## config.mk

```make
export PLATFORM = sky130hd
export DESIGN_NAME = mem_port_arbiter_flat
export DESIGN_NICKNAME = d
export VERILOG_FILES = /design/src/rtl/mem_port_arbiter_if.sv /design/src/rtl/mem_port_arbiter.sv /design/src/flat_wrapper.sv
export SDC_FILE = /design/constraint.sdc
export NUM_CORES = 1
export LEC_CHECK = 0
export CAP_MARGIN = 20
export CORE_AREA = 2 2 115 117
export CTS_CLUSTER_SIZE = 10
export DETAILED_ROUTE_END_ITERATION = 8
export DIE_AREA = 0 0 117 119
export HOLD_SLACK_MARGIN = 0.03
export PLACE_DENSITY_LB_ADDON = 0.2
export SETUP_SLACK_MARGIN = 0.4
export SYNTH_ARGS = -nofsm -noshare
export SYNTH_HDL_FRONTEND = slang
export SYNTH_SLANG_ARGS = --single-unit
```

## constraint.sdc

```tcl
create_clock -name clk -period 4.7 [get_ports clk]
set_input_delay 0.47 -clock clk [delete_from_list [all_inputs] [get_ports clk]]
set_output_delay 0.47 -clock clk [all_outputs]
set_load 0.05 [all_outputs]
```

## src/rtl/mem_port_arbiter_if.sv

```systemverilog
// Pipeline-side and memory-side signals of the shared memory port arbiter.
// The arbiter connects through the slave modport; the core/memory side uses master.
interface mem_port_arbiter_if #(
   parameter int WIDTH_DATA_LENGTH = 32,
   parameter int WIDTH_ADDR        = 32
);
   logic                         IF_Req;
   logic [WIDTH_ADDR-1:0]        IF_Addr;
   logic [WIDTH_DATA_LENGTH-1:0] IF_Rdata;
   logic                         IF_Ack;
   logic                         MEM_Req;
   logic                         MEM_We;
   logic [WIDTH_ADDR-1:0]        MEM_Addr;
   logic [WIDTH_DATA_LENGTH-1:0] MEM_Wdata;
   logic [WIDTH_DATA_LENGTH-1:0] MEM_Rdata;
   logic                         MEM_Ack;
   logic                         Mem_En;
   logic                         Mem_We;
   logic [WIDTH_ADDR-1:0]        Mem_Addr;
   logic [WIDTH_DATA_LENGTH-1:0] Mem_Wdata;
   logic [WIDTH_DATA_LENGTH-1:0] Mem_Rdata;
   logic                         Stall_Fetch;
   logic                         Stall_Mem;
   logic                         Busy;

   modport slave (
      input  IF_Req, IF_Addr, MEM_Req, MEM_We, MEM_Addr, MEM_Wdata, Mem_Rdata,
      output IF_Rdata, IF_Ack, MEM_Rdata, MEM_Ack, Mem_En, Mem_We, Mem_Addr,
             Mem_Wdata, Stall_Fetch, Stall_Mem, Busy
   );

   modport master (
      output IF_Req, IF_Addr, MEM_Req, MEM_We, MEM_Addr, MEM_Wdata, Mem_Rdata,
      input  IF_Rdata, IF_Ack, MEM_Rdata, MEM_Ack, Mem_En, Mem_We, Mem_Addr,
             Mem_Wdata, Stall_Fetch, Stall_Mem, Busy
   );
endinterface

```

## src/rtl/mem_port_arbiter.sv

```systemverilog
// Arbitrates one fixed-latency single-port memory between fetch (read-only)
// and the memory stage, alternating grants when both request.
//
//   state  | meaning
//   IDLE   | sample requests, pick owner, latch address/data
//   ACCESS | Mem_En strobe for one cycle, load latency counter
//   WAIT   | count down until Mem_Rdata is valid, then capture it
//   DONE   | one-cycle ack to the owner, requests ignored
module mem_port_arbiter #(
   parameter int WIDTH_DATA_LENGTH = 32,
   parameter int WIDTH_ADDR        = 32,
   parameter int MEM_LATENCY       = 2
) (
   input logic               clk,
   input logic               rst,
   mem_port_arbiter_if.slave bus
);
   localparam int CNT_W = (MEM_LATENCY > 1) ? $clog2(MEM_LATENCY) : 1;
   localparam logic [CNT_W-1:0] CNT_LOAD = CNT_W'(MEM_LATENCY - 1);

   typedef enum logic [1:0] {IDLE, ACCESS, WAIT, DONE} state_t;

   state_t                       r_state;
   state_t                       w_state_nxt;
   logic                         w_grant;
   logic                         w_grant_mem;
   logic                         w_capture;
   logic                         r_last_mem;
   logic                         r_owner_mem;
   logic                         r_we;
   logic [CNT_W-1:0]             r_cnt;
   logic                         r_if_ack;
   logic                         r_mem_ack;
   logic [WIDTH_DATA_LENGTH-1:0] r_if_rdata;
   logic [WIDTH_DATA_LENGTH-1:0] r_mem_rdata;
   logic                         r_mem_en;
   logic                         r_mem_we;
   logic [WIDTH_ADDR-1:0]        r_mem_addr;
   logic [WIDTH_DATA_LENGTH-1:0] r_mem_wdata;
   logic                         r_busy;

   always_ff @(posedge clk) begin
      if (rst) r_state <= IDLE;
      else     r_state <= w_state_nxt;
   end

   // Read data is valid MEM_LATENCY cycles after the strobe, i.e. never on the
   // ACCESS edge itself, so WAIT is visited even for a latency of one.
   always_comb begin
      w_state_nxt = r_state;
      w_grant     = 1'b0;
      w_grant_mem = 1'b0;
      w_capture   = 1'b0;
      case (r_state)
         IDLE: begin
            if (bus.IF_Req || bus.MEM_Req) begin
               w_grant     = 1'b1;
               w_grant_mem = bus.MEM_Req && !(bus.IF_Req && r_last_mem);
               w_state_nxt = ACCESS;
            end
         end
         ACCESS: w_state_nxt = WAIT;
         WAIT: begin
            if (r_cnt == '0) begin
               w_capture   = 1'b1;
               w_state_nxt = DONE;
            end
         end
         DONE:    w_state_nxt = IDLE;
         default: w_state_nxt = IDLE;
      endcase
   end

   always_ff @(posedge clk) begin
      if (rst) begin
         r_last_mem  <= 1'b0;
         r_owner_mem <= 1'b0;
         r_we        <= 1'b0;
         r_cnt       <= '0;
         r_if_ack    <= 1'b0;
         r_mem_ack   <= 1'b0;
         r_if_rdata  <= '0;
         r_mem_rdata <= '0;
         r_mem_en    <= 1'b0;
         r_mem_we    <= 1'b0;
         r_mem_addr  <= '0;
         r_mem_wdata <= '0;
         r_busy      <= 1'b0;
      end else begin
         r_mem_en  <= w_grant;
         r_mem_we  <= w_grant & w_grant_mem & bus.MEM_We;
         r_if_ack  <= w_capture & ~r_owner_mem;
         r_mem_ack <= w_capture & r_owner_mem;
         r_busy    <= (w_state_nxt != IDLE);
         if (w_grant) begin
            r_owner_mem <= w_grant_mem;
            r_last_mem  <= w_grant_mem;
            r_we        <= w_grant_mem & bus.MEM_We;
            r_mem_addr  <= w_grant_mem ? bus.MEM_Addr : bus.IF_Addr;
            r_mem_wdata <= w_grant_mem ? bus.MEM_Wdata : '0;
         end
         if (r_state == ACCESS)
            r_cnt <= CNT_LOAD;
         else if (r_state == WAIT && r_cnt != '0)
            r_cnt <= r_cnt - CNT_W'(1);
         if (w_capture && !r_owner_mem)
            r_if_rdata <= bus.Mem_Rdata;
         if (w_capture && r_owner_mem && !r_we)
            r_mem_rdata <= bus.Mem_Rdata;
      end
   end

   assign bus.IF_Ack      = r_if_ack;
   assign bus.MEM_Ack     = r_mem_ack;
   assign bus.IF_Rdata    = r_if_rdata;
   assign bus.MEM_Rdata   = r_mem_rdata;
   assign bus.Mem_En      = r_mem_en;
   assign bus.Mem_We      = r_mem_we;
   assign bus.Mem_Addr    = r_mem_addr;
   assign bus.Mem_Wdata   = r_mem_wdata;
   assign bus.Busy        = r_busy;
   assign bus.Stall_Fetch = bus.IF_Req & ~r_if_ack;
   assign bus.Stall_Mem   = bus.MEM_Req & ~r_mem_ack;
endmodule

```

## src/flat_wrapper.sv

```systemverilog
// flat-port wrapper written by rule: the top's interface ports become plain ports
module mem_port_arbiter_flat 
#(
   parameter int WIDTH_DATA_LENGTH = 32,
   parameter int WIDTH_ADDR        = 32,
   parameter int MEM_LATENCY       = 2
)
  (clk, rst, bus_IF_Req, bus_IF_Addr, bus_MEM_Req, bus_MEM_We, bus_MEM_Addr, bus_MEM_Wdata, bus_Mem_Rdata, bus_IF_Rdata, bus_IF_Ack, bus_MEM_Rdata, bus_MEM_Ack, bus_Mem_En, bus_Mem_We, bus_Mem_Addr, bus_Mem_Wdata, bus_Stall_Fetch, bus_Stall_Mem, bus_Busy);
  mem_port_arbiter_if #(.WIDTH_DATA_LENGTH(WIDTH_DATA_LENGTH), .WIDTH_ADDR(WIDTH_ADDR)) bus_i ();
  input logic clk;
  input logic rst;
  input wire logic [$bits(bus_i.IF_Req)-1:0] bus_IF_Req;
  input wire logic [$bits(bus_i.IF_Addr)-1:0] bus_IF_Addr;
  input wire logic [$bits(bus_i.MEM_Req)-1:0] bus_MEM_Req;
  input wire logic [$bits(bus_i.MEM_We)-1:0] bus_MEM_We;
  input wire logic [$bits(bus_i.MEM_Addr)-1:0] bus_MEM_Addr;
  input wire logic [$bits(bus_i.MEM_Wdata)-1:0] bus_MEM_Wdata;
  input wire logic [$bits(bus_i.Mem_Rdata)-1:0] bus_Mem_Rdata;
  output wire logic [$bits(bus_i.IF_Rdata)-1:0] bus_IF_Rdata;
  output wire logic [$bits(bus_i.IF_Ack)-1:0] bus_IF_Ack;
  output wire logic [$bits(bus_i.MEM_Rdata)-1:0] bus_MEM_Rdata;
  output wire logic [$bits(bus_i.MEM_Ack)-1:0] bus_MEM_Ack;
  output wire logic [$bits(bus_i.Mem_En)-1:0] bus_Mem_En;
  output wire logic [$bits(bus_i.Mem_We)-1:0] bus_Mem_We;
  output wire logic [$bits(bus_i.Mem_Addr)-1:0] bus_Mem_Addr;
  output wire logic [$bits(bus_i.Mem_Wdata)-1:0] bus_Mem_Wdata;
  output wire logic [$bits(bus_i.Stall_Fetch)-1:0] bus_Stall_Fetch;
  output wire logic [$bits(bus_i.Stall_Mem)-1:0] bus_Stall_Mem;
  output wire logic [$bits(bus_i.Busy)-1:0] bus_Busy;
  assign bus_i.IF_Req = bus_IF_Req;
  assign bus_i.IF_Addr = bus_IF_Addr;
  assign bus_i.MEM_Req = bus_MEM_Req;
  assign bus_i.MEM_We = bus_MEM_We;
  assign bus_i.MEM_Addr = bus_MEM_Addr;
  assign bus_i.MEM_Wdata = bus_MEM_Wdata;
  assign bus_i.Mem_Rdata = bus_Mem_Rdata;
  assign bus_IF_Rdata = bus_i.IF_Rdata;
  assign bus_IF_Ack = bus_i.IF_Ack;
  assign bus_MEM_Rdata = bus_i.MEM_Rdata;
  assign bus_MEM_Ack = bus_i.MEM_Ack;
  assign bus_Mem_En = bus_i.Mem_En;
  assign bus_Mem_We = bus_i.Mem_We;
  assign bus_Mem_Addr = bus_i.Mem_Addr;
  assign bus_Mem_Wdata = bus_i.Mem_Wdata;
  assign bus_Stall_Fetch = bus_i.Stall_Fetch;
  assign bus_Stall_Mem = bus_i.Stall_Mem;
  assign bus_Busy = bus_i.Busy;
  mem_port_arbiter #(.WIDTH_DATA_LENGTH(WIDTH_DATA_LENGTH), .WIDTH_ADDR(WIDTH_ADDR), .MEM_LATENCY(MEM_LATENCY)) u_core (.clk(clk), .rst(rst), .bus(bus_i));
endmodule
```

---- Word level (Yosys, flattened, before mapping) ----
Cells that the tools add are included.
operators by class
  $add $sub $neg .......................... 1
  multiply operators ...................... 0
  divide/modulo/power cells ............... 0
  magnitude comparators ................... 0
  eq/ne operators ......................... 3
  shift operators ......................... 0
  multiplexer cells ....................... 13
  bitwise operators ....................... 10
  reduce and logical (&&, ||, !) cells .... 13
operators by type and width
  operator             count
  $mux 32              2
  $mux 1               8
  $pmux 2 s4           1
  $and 1x1->1          7
  $logic_and 1x1->1    6
  $eq 2x2->1 const B   2
  $mux 2               2
  $reduce_bool 2->1    2
  $logic_not 1->1      3
  $not 1->1            3
  $eq 2x1->1 const B   1
  $logic_not 2->1      1
  $logic_or 1x1->1     1
  $sub 1x1->1 const B  1
word-level totals
  flip-flop bits (word level) ............. 138
  bits in latches ......................... 0
  RAM bits ................................ 0
  bits in read-only memories .............. 0
  word-level logic and storage cells ...... 53
  memories ................................ 0

---- Longest topological paths before layout ----
  depth in word-level cells ............... 7
  depth in mapped cells ................... 8
  mapped depth without buffers ............ 5

---- Worst setup path after synthesis ----
No wires, ideal clock.
  path type ............................... input -> output
  start ................................... input bus_MEM_Req
  end ..................................... output bus_Stall_Mem
  arrival ................................. 1,549 ps
  required time ........................... 4,230 ps
  setup slack ............................. 2,681 ps
  cell stages on the path ................. 3
  cell sequence ........................... buf_6 clkbuf_1 nor2b_1
between the ends
  word-level cells in the longest chain between the ends .. 1
RTL lines
  element          RTL line                 RTL
  start, declared  flat_wrapper.sv:14       input wire logic [$bits(bus_i.MEM_Req)-1:0] bus_MEM_Req;
  $and 1x1->1      mem_port_arbiter.sv:123  assign bus.Stall_Mem = bus.MEM_Req & ~r_mem_ack;
  end, declared    flat_wrapper.sv:28       output wire logic [$bits(bus_i.Stall_Mem)-1:0] bus_Stall_Mem;
No other way between the ends.

---- Worst setup path after layout ----
Same ends and word-level chain as after synthesis.

==> flow_metrics.env <==
export IMPL_cts_max_level=4
export IMPL_clkTransAtPathRegs_ps=50
export IMPL_crit_chain="clkdlybuf4s50_1 -> buf_4 -> nor2b_1 -> clkdlybuf4s50_1"
export IMPL_routed_wl_um=17300
export IMPL_final_hold_viol_count=0
export IMPL_multi_input_area_um2=2170
export IMPL_hold_slack_ps=453
export IMPL_drt_vias_per_instance=5.33
export IMPL_crit_type="input port to primary output"
export IMPL_avgRoutedWirePerCell_um=16.6
export IMPL_holdPathStages=2
export IMPL_register_area_um2=2760
export IMPL_worstMarginPinSlew_ps=950
export IMPL_synthTopCellsByArea="dfxtp_1 (52%), nand2_1 (9.2%), a21oi_1 (6.3%)"
export IMPL_min_from="u_core.bus.IF_Rdata[30]"
export IMPL_cpMostUsedCell="clkdlybuf4s50_1"
export IMPL_die_w_um=117
export IMPL_grt_overflow_total=0
export IMPL_reg2regPathDepth=5
export IMPL_worstPathRequired_ps=4230
export IMPL_max_cap_violations=0
export IMPL_crit_family="buffers and inverters"
export IMPL_drt_iter0_markers=472
export IMPL_antenna_found_initial=0
export IMPL_fin_tns_setup_ps=0
export IMPL_gp_congestion=0.788
export IMPL_leakagePower_nw=3.07
export IMPL_yosys_top_cells_count="dfxtp_1 (138), nand2_1 (131), nor2_1 (70), a21oi_1 (67), clkbuf_1 (43)"
export IMPL_synth_nets=757
export IMPL_hold_buffers=0
export IMPL_grt_pass1_vias=5310
export IMPL_insertion_delay_ps=410
export IMPL_slew_headroom=0.367
export IMPL_period_share=0.590
export IMPL_vias=5554
export IMPL_synth_area_per_cell_um2=8.59
export IMPL_post_cts_resized=0
export IMPL_core_um2=12900
export IMPL_grt_pass1_wl_um=26100
export IMPL_drc=0
export IMPL_final_antenna_net_count=0
export IMPL_powerDensity_nw_per_um2=591
export IMPL_fillers=1065
export IMPL_rsz0062_at_grt="false"
export IMPL_min_period_ps=2780
export IMPL_die_y_um=119
export IMPL_drive_gt1_frac=0.0531
export IMPL_synth_distinct_cells=26
export IMPL_area_delta_synth_final_pct=61.4
export IMPL_place_hpwl_um=11500
export IMPL_cp_slowest_cell="clkdlybuf4s50_1"
export IMPL_root_buffer="clkbuf_16"
export IMPL_min_to="u_core.bus.IF_Rdata[30]"
export IMPL_grt_util_all_layers=0.239
export IMPL_ios=268
export IMPL_synth_top_cell_area_share=0.518
export IMPL_slowest_delay_ps=820
export IMPL_die_area_um2=13900
export IMPL_fin_util=0.669
export IMPL_synth_area_um2=5340
export IMPL_worst_setup_path_end_kind="primary output"
export IMPL_finalSetupViolCount=0
export IMPL_final_net_count=991
export IMPL_maxSlewViolCount=0
export IMPL_hold_path_class="flip-flop to flip-flop"
export IMPL_start_kind="input port"
export IMPL_async_flop_share=0
export IMPL_netlist_instances=621
export IMPL_grt_max_degree=92
export IMPL_r2r_slack_ps=2570
export IMPL_seq_area_frac_synth=0.518
export IMPL_regToRegEndpoint="u_core.bus.Mem_Addr[11]"
export IMPL_yosysMostFrequentCell="dfxtp_1"
export IMPL_clock_skew_ps=6.45
export IMPL_cts_buffers=17
export IMPL_synth_edf_count=0
export IMPL_portBuffers=267
export IMPL_critPathBufInv=3
export IMPL_cts_buffer_depth=2
export IMPL_rows=42
export IMPL_max_freq_mhz=360
export IMPL_first_pass_iters=7
export IMPL_synthFlopType="dfxtp_1"
export IMPL_initial_utilization=0.414
export IMPL_ys_seq_elements=138
export IMPL_crit_fanout=38
export IMPL_outcome="finished clean"
export IMPL_antenna_cells=0
export IMPL_worstPathArrival_ps=2310
export IMPL_reg2reg_from="u_core.r_state[0]"
export IMPL_synth_warnings=0
export IMPL_irDropWorstVdd_mv=0.402
export IMPL_clock_sinks=138
export IMPL_postCtsSetupBuffers=0
export IMPL_cts_tree="done"
export IMPL_synth_area_leader_cell="dfxtp_1"
-- area by class of cell --
class / instances / area share
Timing Repair Buffer: 276 / 0.322
Sequential cell: 138 / 0.321
Multi-Input combinational cell: 385 / 0.252
Clock buffer: 22 / 0.0551
Tap cell: 176 / 0.0256
Inverter: 37 / 0.0161
Clock inverter: 9 / 0.00843
-- per-stage QoR --
stage | setup slack, ps | cells | instance area [µm²] | total power [mW]
floorplan | 2680 | 621 | 5340 | 3.10
global placement | 1780 | 1010 | 8020 | 3.79
detailed placement | 1670 | 1010 | 8020 | 3.84
CTS | 1920 | 1041 | 8560 | 5.08
global route | 1830 | 1043 | 8610 | 5.33
finish | 1920 | 1043 | 8610 | 5.09
-- how the worst max path moves through the flow --
stage,start,end,slack (ps),depth (start not counted)
finish,bus_MEM_Req,bus_Stall_Mem,1920,4
global route,bus_MEM_Req,bus_Stall_Mem,1830,4
global placement,bus_IF_Req,u_core.bus.Mem_Addr[13],1780,4
detailed placement,bus_IF_Req,u_core.bus.Mem_Addr[9],1670,4
floorplan,bus_MEM_Req,bus_Stall_Mem,2680,3
CTS,bus_MEM_Req,bus_Stall_Mem,1920,4
-- cell families after synthesis --
kind of cell	count (synthesis)	synth area share
AND/OR/NAND/NOR	213	0.159
flip-flops	138	0.518
adder cells (fa/ha/maj)	3	0.00704
AO/OA/AOI/OAI	169	0.236
buffers and inverters	98	0.0800
-- registers in the layout (all words and copies together), names as in the netlist --
| signal | cells |
|---|---|
| u_core.r_owner_mem | 1 |
| u_core.bus.Mem_Wdata | 32 |
| u_core.bus.MEM_Ack | 1 |
| u_core.bus.MEM_Rdata | 32 |
| u_core.bus.Mem_Addr | 32 |
| u_core.bus.Mem_We | 1 |
| u_core.bus.IF_Rdata | 32 |
| u_core.r_state | 2 |
| u_core.bus.IF_Ack | 1 |
| u_core.bus.Mem_En | 1 |
| u_core.r_we | 1 |
| u_core.bus.Busy | 1 |
| u_core.r_cnt | 1 |
-- layout by cell type (no fill, tap or decap) --
cell type | netlist | routed
clkbuf_8 | 0 | 3
a2111oi_0 | 34 | 34
ha_1 | 3 | 3
clkinv_2 | 0 | 7
or3b_2 | 1 | 1
nor2b_1 | 2 | 2
dfxtp_1 | 138 | 138
nor2_1 | 70 | 70
buf_16 | 0 | 1
buf_12 | 0 | 1
nand2b_1 | 1 | 1
nand4bb_1 | 1 | 1
nand2_2 | 0 | 1
a2111oi_1 | 30 | 30
a311oi_1 | 1 | 1
a211oi_1 | 2 | 2
and2_4 | 2 | 2
clkdlybuf4s50_1 | 0 | 266
nand2_1 | 131 | 130
o21ai_2 | 0 | 1
inv_1 | 37 | 37
clkbuf_16 | 0 | 17
nor3b_2 | 0 | 1
nor4b_1 | 1 | 1
clkbuf_1 | 43 | 2
nor4bb_4 | 0 | 1
o21a_1 | 1 | 1
a21oi_1 | 67 | 67
nor3b_1 | 2 | 1
nor3_1 | 1 | 1
buf_4 | 0 | 8
clkinvlp_4 | 0 | 1
bufinv_16 | 0 | 1
a32oi_1 | 33 | 33
-- tightest hold or removal path: stages, from the launching register on --
cell	delay [ps]
dfxtp_1	300
nand2_1	50
a21oi_1	50
-- power breakdown --
part	switching (mW)	total, mW	internal [mW]
combinational	1.52	2.29	0.768
sequential	0.144	1.56	1.42
clock	0.470	1.23	0.759
total	2.14	5.09	2.95
-- metal layers --
metal  wire length, µm  global-route usage  vias to the layer above
met2              8380               0.380                      275
met3              1640              0.0799                       40
li1                  -                   -                     2639
met1              6750               0.285                     2600
met4               564               0.122                        0
met5                 0                   0                        -
Note: power is estimated with default switching activity, not from simulation.
